--- src/rtl/coin_acceptor.sv ---
// Coin sensor front end: synchronises the two raw sensor lines, debounces them and rejects jams,
// giving one registered coin pulse per physical coin. Optional per-denomination tallies via COIN_TALLY_EN.
module coin_acceptor #(
    parameter int DEBOUNCE_CYCLES = 4,
    parameter int CNT_W           = 4
) (
    input  logic       clk,
    input  logic       rst_n,
    input  logic       sense5,
    input  logic       sense10,
    output logic [1:0] coin,
    output logic       jam,
    output logic       busy
`ifdef COIN_TALLY_EN
    ,
    output logic [7:0] tally5,
    output logic [7:0] tally10
`endif
);

    localparam logic [CNT_W-1:0] DC = CNT_W'(DEBOUNCE_CYCLES);

    typedef enum logic [1:0] {
        ST_IDLE    = 2'd0,
        ST_QUAL    = 2'd1,
        ST_RELEASE = 2'd2,
        ST_JAM     = 2'd3
    } state_t;

    state_t           state_q, state_d;
    logic [CNT_W-1:0] cnt_q, cnt_d;
    logic             sel_q, sel_d;     // 0: 5-unit coin being qualified, 1: 10-unit
    logic [1:0]       coin_q, coin_d;
    logic             jam_q, busy_q;
    logic             s5_meta_q, s5_q, s10_meta_q, s10_q;
    logic             held, other;

    always_ff @(posedge clk or negedge rst_n) begin
        if (!rst_n) begin
            s5_meta_q  <= 1'b0;
            s5_q       <= 1'b0;
            s10_meta_q <= 1'b0;
            s10_q      <= 1'b0;
        end else begin
            s5_meta_q  <= sense5;
            s5_q       <= s5_meta_q;
            s10_meta_q <= sense10;
            s10_q      <= s10_meta_q;
        end
    end

    assign held  = sel_q ? s10_q : s5_q;
    assign other = sel_q ? s5_q  : s10_q;

    always_comb begin
        state_d = state_q;
        cnt_d   = cnt_q;
        sel_d   = sel_q;
        coin_d  = 2'b00;
        case (state_q)
            ST_IDLE: begin
                if (s5_q && s10_q) begin
                    state_d = ST_JAM;
                    cnt_d   = '0;
                end else if (s5_q || s10_q) begin
                    state_d = ST_QUAL;
                    sel_d   = s10_q;
                    cnt_d   = CNT_W'(1);
                end
            end
            ST_QUAL: begin
                if (other) begin
                    state_d = ST_JAM;
                    cnt_d   = '0;
                end else if (!held) begin
                    // short glitch: discard without credit
                    state_d = ST_IDLE;
                    cnt_d   = '0;
                end else if (cnt_q >= DC) begin
                    state_d = ST_RELEASE;
                    coin_d  = sel_q ? 2'b10 : 2'b01;
                    cnt_d   = '0;
                end else begin
                    cnt_d = cnt_q + CNT_W'(1);
                end
            end
            ST_RELEASE, ST_JAM: begin
                // both sensors must read low for DEBOUNCE_CYCLES samples before rearming
                if (s5_q || s10_q) begin
                    cnt_d = '0;
                end else if (cnt_q >= DC - CNT_W'(1)) begin
                    state_d = ST_IDLE;
                    cnt_d   = '0;
                end else begin
                    cnt_d = cnt_q + CNT_W'(1);
                end
            end
            default: begin
                state_d = ST_RELEASE;
                cnt_d   = '0;
            end
        endcase
    end

    always_ff @(posedge clk or negedge rst_n) begin
        if (!rst_n) begin
            state_q <= ST_RELEASE;
            cnt_q   <= '0;
            sel_q   <= 1'b0;
            coin_q  <= 2'b00;
            jam_q   <= 1'b0;
            busy_q  <= 1'b1;
        end else begin
            state_q <= state_d;
            cnt_q   <= cnt_d;
            sel_q   <= sel_d;
            coin_q  <= coin_d;
            jam_q   <= (state_d == ST_JAM);
            busy_q  <= (state_d != ST_IDLE);
        end
    end

    assign coin = coin_q;
    assign jam  = jam_q;
    assign busy = busy_q;

`ifdef COIN_TALLY_EN
    logic [7:0] tally5_q, tally10_q;

    always_ff @(posedge clk or negedge rst_n) begin
        if (!rst_n) begin
            tally5_q  <= 8'd0;
            tally10_q <= 8'd0;
        end else begin
            if (coin_d == 2'b01 && tally5_q != 8'hFF)
                tally5_q <= tally5_q + 8'd1;
            if (coin_d == 2'b10 && tally10_q != 8'hFF)
                tally10_q <= tally10_q + 8'd1;
        end
    end

    assign tally5  = tally5_q;
    assign tally10 = tally10_q;
`endif

endmodule
--- config.mk ---
export PLATFORM = sky130hd
export DESIGN_NAME = coin_acceptor
export DESIGN_NICKNAME = d
export VERILOG_FILES = /design/src/rtl/coin_acceptor.sv
export SDC_FILE = /design/constraint.sdc
export NUM_CORES = 1
export LEC_CHECK = 0
export CAP_MARGIN = 10
export CORE_MARGIN = 2
export CORE_UTILIZATION = 35
export CTS_CLUSTER_SIZE = 16
export DETAILED_ROUTE_END_ITERATION = 12
export DONT_BUFFER_PORTS = 1
export PLACE_DENSITY = 0.59
export SETUP_SLACK_MARGIN = 0.05
export SKIP_LAST_GASP = 1
export SLEW_MARGIN = 5
export SYNTH_ARGS = -nofsm -noshare
export SYNTH_HDL_FRONTEND = slang
export SYNTH_SLANG_ARGS = --single-unit
--- constraint.sdc ---
create_clock -name clk -period 1.7 [get_ports clk]
set_input_delay 0.17 -clock clk [delete_from_list [all_inputs] [get_ports clk]]
set_output_delay 0.17 -clock clk [all_outputs]
set_load 0.02 [all_outputs]
After elaboration in Yosys (flattened, before gate mapping)
Index checks and enable logic that the tools add are counted.
{"block": "totals", "ff_bits": 15, "out_inout_bits": 4}
{"block": "classes", "n_mux": 23, "n_reduce_logical": 6, "n_eq_ne": 5, "n_bitwise": 1, "add_sub_neg": 1, "order_cmp": 2}
{"op": "$mux W4", "count": 7}
{"op": "$mux W2", "count": 12}
{"op": "$pmux W4 S3", "count": 1}
{"op": "$eq A2 B2 Y1 const B", "count": 3}
{"op": "$pmux W2 S3", "count": 1}
{"op": "$add A4 B1 Y4 const B", "count": 1}
{"op": "$ge A4 B2 Y1 const B", "count": 1}
{"op": "$ge A4 B3 Y1 const B", "count": 1}
{"op": "$ne A3 B3 Y1 const B", "count": 1}
{"op": "$reduce_and A3 Y1", "count": 1}
{"op": "$eq A2 B1 Y1 const B", "count": 1}
{"op": "$logic_not A2 Y1", "count": 1}
{"op": "$mux W1", "count": 2}
{"op": "$reduce_bool A2 Y1", "count": 1}
{"op": "$reduce_or A2 Y1", "count": 1}
{"op": "$logic_and A1 B1 Y1", "count": 1}
{"op": "$logic_or A1 B1 Y1", "count": 1}
{"op": "$not A1 Y1", "count": 1}

Logic depth before layout (Yosys ltp)
{"block": "logic_depth", "word_depth": 6, "mapped_depth": 5}

Worst setup path after synthesis
No wires, ideal clock.
{"block": "synth_path", "path_type": "flip-flop to flip-flop", "startpoint": "register cnt_q[0]", "endpoint": "register cnt_q[0]", "required_ps": 1606, "period_less_slack_ps": 1230, "path_slack_ps": 470, "stages_incl_launch_ff": 5, "setup_time_ps": 94, "arrival_ps": 1136, "cell_sequence": "dfrtp_1 > ha_1 > nor3_1 > a31oi_1 > a221oi_2"}
{"block": "synth_via", "elab_chain_len": 5, "elab_cells_between_ends": 9, "classes_between": "1 x add/sub; 2 x order compare; 6 x mux"}
{"element": "start: declaration", "line": "31", "text": "logic [CNT_W-1:0] cnt_q, cnt_d;"}
{"element": "start signal: assignment", "line": "115", "text": "cnt_q <= cnt_d;"}
{"element": "$add A4 B1 Y4 or $ge A4 B3 Y1 (tied branches)", "line": "84, 95, 79"}
{"element": "$mux W4", "line": "79", "text": "end else if (cnt_q >= DC) begin"}
{"element": "$mux W4", "line": "75", "text": "end else if (!held) begin"}
{"element": "$mux W4", "line": "72", "text": "if (other) begin"}
{"element": "$pmux W4 S3 *", "line": "60", "text": "case (state_q)"}
Mark *: on every way between the ends. The rest lies on a longest branch, timed or not.
A chain may end at the register's enable or synchronous reset.

Worst setup path after layout
{"block": "layout_path", "startpoint": "register cnt_q[0]", "endpoint": "register state_q[1]"}
{"block": "layout_via", "elab_chain_len": 5, "elab_cells_between_ends": 8, "classes_between": "2 x order compare; 6 x mux"}
{"element": "$ge A4 B3 Y1", "line": "79"}
{"element": "$mux W2", "line": "79"}
{"element": "$mux W2", "line": "75"}
{"element": "$mux W2", "line": "72"}
{"element": "$pmux W2 S3 *", "line": "60"}
{"element": "via state_d[1]", "line": "30", "text": "state_t state_q, state_d;"}
{"element": "end signal: assignment", "line": "114", "text": "state_q <= state_d;"}
{"element": "end: declaration", "line": "30"}
The timed path passes the listed nets; every way through them passes the cells marked *.

==> results.py <==
metrics = {
    "global_route": {
        "grt_antenna_before_repair": 0,
        "grtUsageTotal_pct": 12.1,
        "use_met2_pct": 19.2,
        "grt_pass1_wl_um": 2160,
        "grt-ovfl-total": 0,
        "grt_max_degree": 16,
        "grtUsageMet3_pct": 1.85,
        "grt_util_met1_pct": 16.3,
        "grt_busiest_layer": "met2",
        "grt_pass1_vias": 483,
    },
    "power": {
        "p_sw_mw": 0.236,
        "p_leak_nw": 0.350,
        "power_density_nw_per_um2": 1020,
        "swShare_pct": 29.4,
        "p_int_mw": 0.565,
        "power_frac_seq_pct": 58.2,
        "ir_worst_vdd_mv": 0.446,
        "clkPwrFrac_pct": 25.6,
        "comb_power_share_pct": 16.2,
    },
    "final_layout": {
        "final_layout_size_suffix_gt1_share_pct": 18.2,
        "area_growth_pct": 13.0,
        "fillers": 191,
        "nNetsFinal": 75,
        "n_antenna_cell": 0,
        "final_util_pct": 40.8,
    },
    "timing": {
        "worst_slew_pin_slew_ps": 652,
        "setup_viol": 0,
        "finalSetupTns_ps": 0,
        "fin_crit_sh_pct": 84.3,
        "hold_slack_ps": 347,
        "slew_headroom_pct": 56.4,
        "finClkSkew_ps": 0.506,
        "fmax_mhz": 698,
        "hold_viol_final": 0,
        "rsz0062_at_grt": "no",
        "min_period_ps": 1430,
        "slew_violations": 0,
    },
    "logic_synthesis": {
        "yosysUniqueCellTypes": 28,
        "netlist_area_um2": 693,
        "synth-seq-cells": 15,
        "synthXorXnorAreaFrac_pct": 0,
        "synth_top_family_by_area": "simple AND/OR/NAND/NOR gates",
        "yosysWarnings": 0,
        "syn_nets": 67,
        "syn_avg_cell_area_um2": 11.7,
        "synthCells": 59,
        "yosysSeqAreaShare_pct": 54.5,
        "synth_compound_area_share_pct": 10.5,
        "synth-simple-area-share_pct": 18.4,
        "synth-adder-area-share_pct": 7.22,
        "synthMuxAreaShare_pct": 6.68,
    },
    "floorplanning": {
        "die_y_um": 48.5,
        "design.die.area_um2": 2350,
        "placementRows": 16,
        "ios": 8,
        "initial_utilization_pct": 36.1,
        "die_w_um": 48.5,
        "core_area_um2": 1920,
    },
    "clock_tree": {
        "clock_latency_ps": 280,
        "cts-root-buf": "clkbuf_4",
        "cts_hold_buf": 3,
        "cts_setup_buffers": 0,
        "h-tree-depth": 1,
        "ctsResizeCount": 0,
        "cts_tree": "built",
        "cts_inserted_buffers": 3,
        "cts_num_sinks": 15,
        "clk_pin_slew_worst_paths_ps": 90,
        "clock_path_buffers": 2,
    },
    "worst_setup_path": {
        "arrival_ps": 1630,
        "crit_type": "flop to flop",
        "worstSetupStartpointType": "flop",
        "crit_required_ps": 1890,
        "cp-end-kind": "flop",
        "crit_fanout": 4,
    },
    "placed_design": {
        "gp_congestion": 0.728,
        "place_hpwl_um": 834,
        "io_buffers": 0,
    },
    "job": {
        "drv_cap": 0,
    },
    "routing": {
        "drtIter0Drc": 10,
        "avgViaCountPerCell": 4.86,
        "dr.pass1.iters": 4,
        "wirelength_um": 1180,
        "vias": 452,
        "wl_per_cell_um": 12.7,
        "drc_errors": 0,
        "drtAntennaViolNets": 0,
    },
    "status": {
        "status": "finished clean",
    },
    "hold_path": {
        "hp-class": "primary input to async pin",
    },
}
[logic make-up (layout without fill, tap and decap cells)]
family / Yosys count / in the layout
compound gates: 10 / 10
simple gates: 21 / 21
mux: 4 / 4
buf+inv: 5 / 12
fa+ha+maj: 4 / 4
flops: 15 / 15
[flip-flops by register name, summed over array words and instances, names as in the netlist]
name	count
state_q	2
busy	1
sel_q	1
coin	2
s10_q	1
s5_q	1
s10_meta_q	1
cnt_q	4
s5_meta_q	1
jam	1
[worst paths after layout]
kind / from / to / slack (ps) / cells past startpoint
max: cnt_q[0] / state_q[1] / 270 / 4
min: rst_n / cnt_q[1] / 350 / 1
max reg2reg: cnt_q[0] / state_q[1] / 270 / 4
min reg2reg: s5_meta_q / s5_q / 360 / 0
max in group asynchronous: rst_n / state_q[0] / 940 / 1
min in group clk: s5_meta_q / s5_q / 360 / 0
[placed cells by master, fill, tap and decap left out, types with 2 or more instances in the layout]
master / instances
nor3_1: 3
nand3_1: 3
mux2i_1: 2
dlygate4sd3_1: 3
o21ai_0: 2
a211oi_1: 2
dfstp_2: 2
ha_1: 4
nand2_1: 4
inv_1: 5
clkbuf_4: 3
a21oi_1: 2
dfrtp_1: 13
[power by group through the flow]
stage	Sequential (mW)	Clock, mW	Combinational, mW
global route	0.471	0.229	0.151
global placement	0.470	0	0.118
CTS	0.466	0.216	0.134
floorplan	0.461	0	0.104
detailed placement	0.472	0	0.119
finish	0.466	0.205	0.130
[synth_stat cells, drive strengths merged]
cell type  instances  area share, %
a31oi              1           0.90
nand4              1           0.90
o2bb2ai            1            1.3
nor3               3            2.2
nand2b             1           0.90
nor4               2            2.7
nand3              3            2.2
and2               1            1.3
nand2              4            2.2
a211oi             2            2.2
inv                5            2.7
mux2i              2            2.9
mux2               2            3.8
a221oi             1            2.2
a21oi              2            1.4
nor2b              2            2.2
a22oi              1            1.1
and3               1           0.90
dfrtp             13             47
nor2               3            3.1
o21ai              2            1.4
ha                 4            7.2
dfstp              2            7.6
[worst max-delay path: stages (launching register included)]
cell and delay (ps):
dfrtp_1 420, ha_1 230, nor3_1 250, o2bb2ai_1 180, a211oi_1 270
[layout make-up]
class	instances	area [um^2]	area share, %
sequential	15	378	48.2
timing repair buffer	3	30.0	3.83
inverter	5	18.8	2.40
multi-input combinational	39	297	37.9
tap	27	33.8	4.31
clock buffer	4	26.3	3.35
[metrics by stage]
| step | instance area (um^2) | power, mW | std cells | setup slack (ps) |
|---|---|---|---|---|
| 6_report | 783 | 0.801 | 93 | 267 |
| 5_1_grt | 783 | 0.851 | 93 | 125 |
| 4_1_cts | 783 | 0.816 | 93 | 271 |
| 3_5_place_dp | 727 | 0.591 | 86 | 299 |
| 3_3_place_gp | 727 | 0.588 | 86 | 312 |
| 2_1_floorplan | 693 | 0.565 | 59 | 470 |
[per-layer routing]
| metal | share of wire (%) | vias to the layer above |
|---|---|---|
| met2 | 47 | 7 |
| met3 | 2.5 | 5 |
| li1 | - | 222 |
| met5 | 0 | - |
| met4 | 2.5 | 0 |
| met1 | 48 | 218 |
No activity file was read; power rests on OpenSTA's default activity.
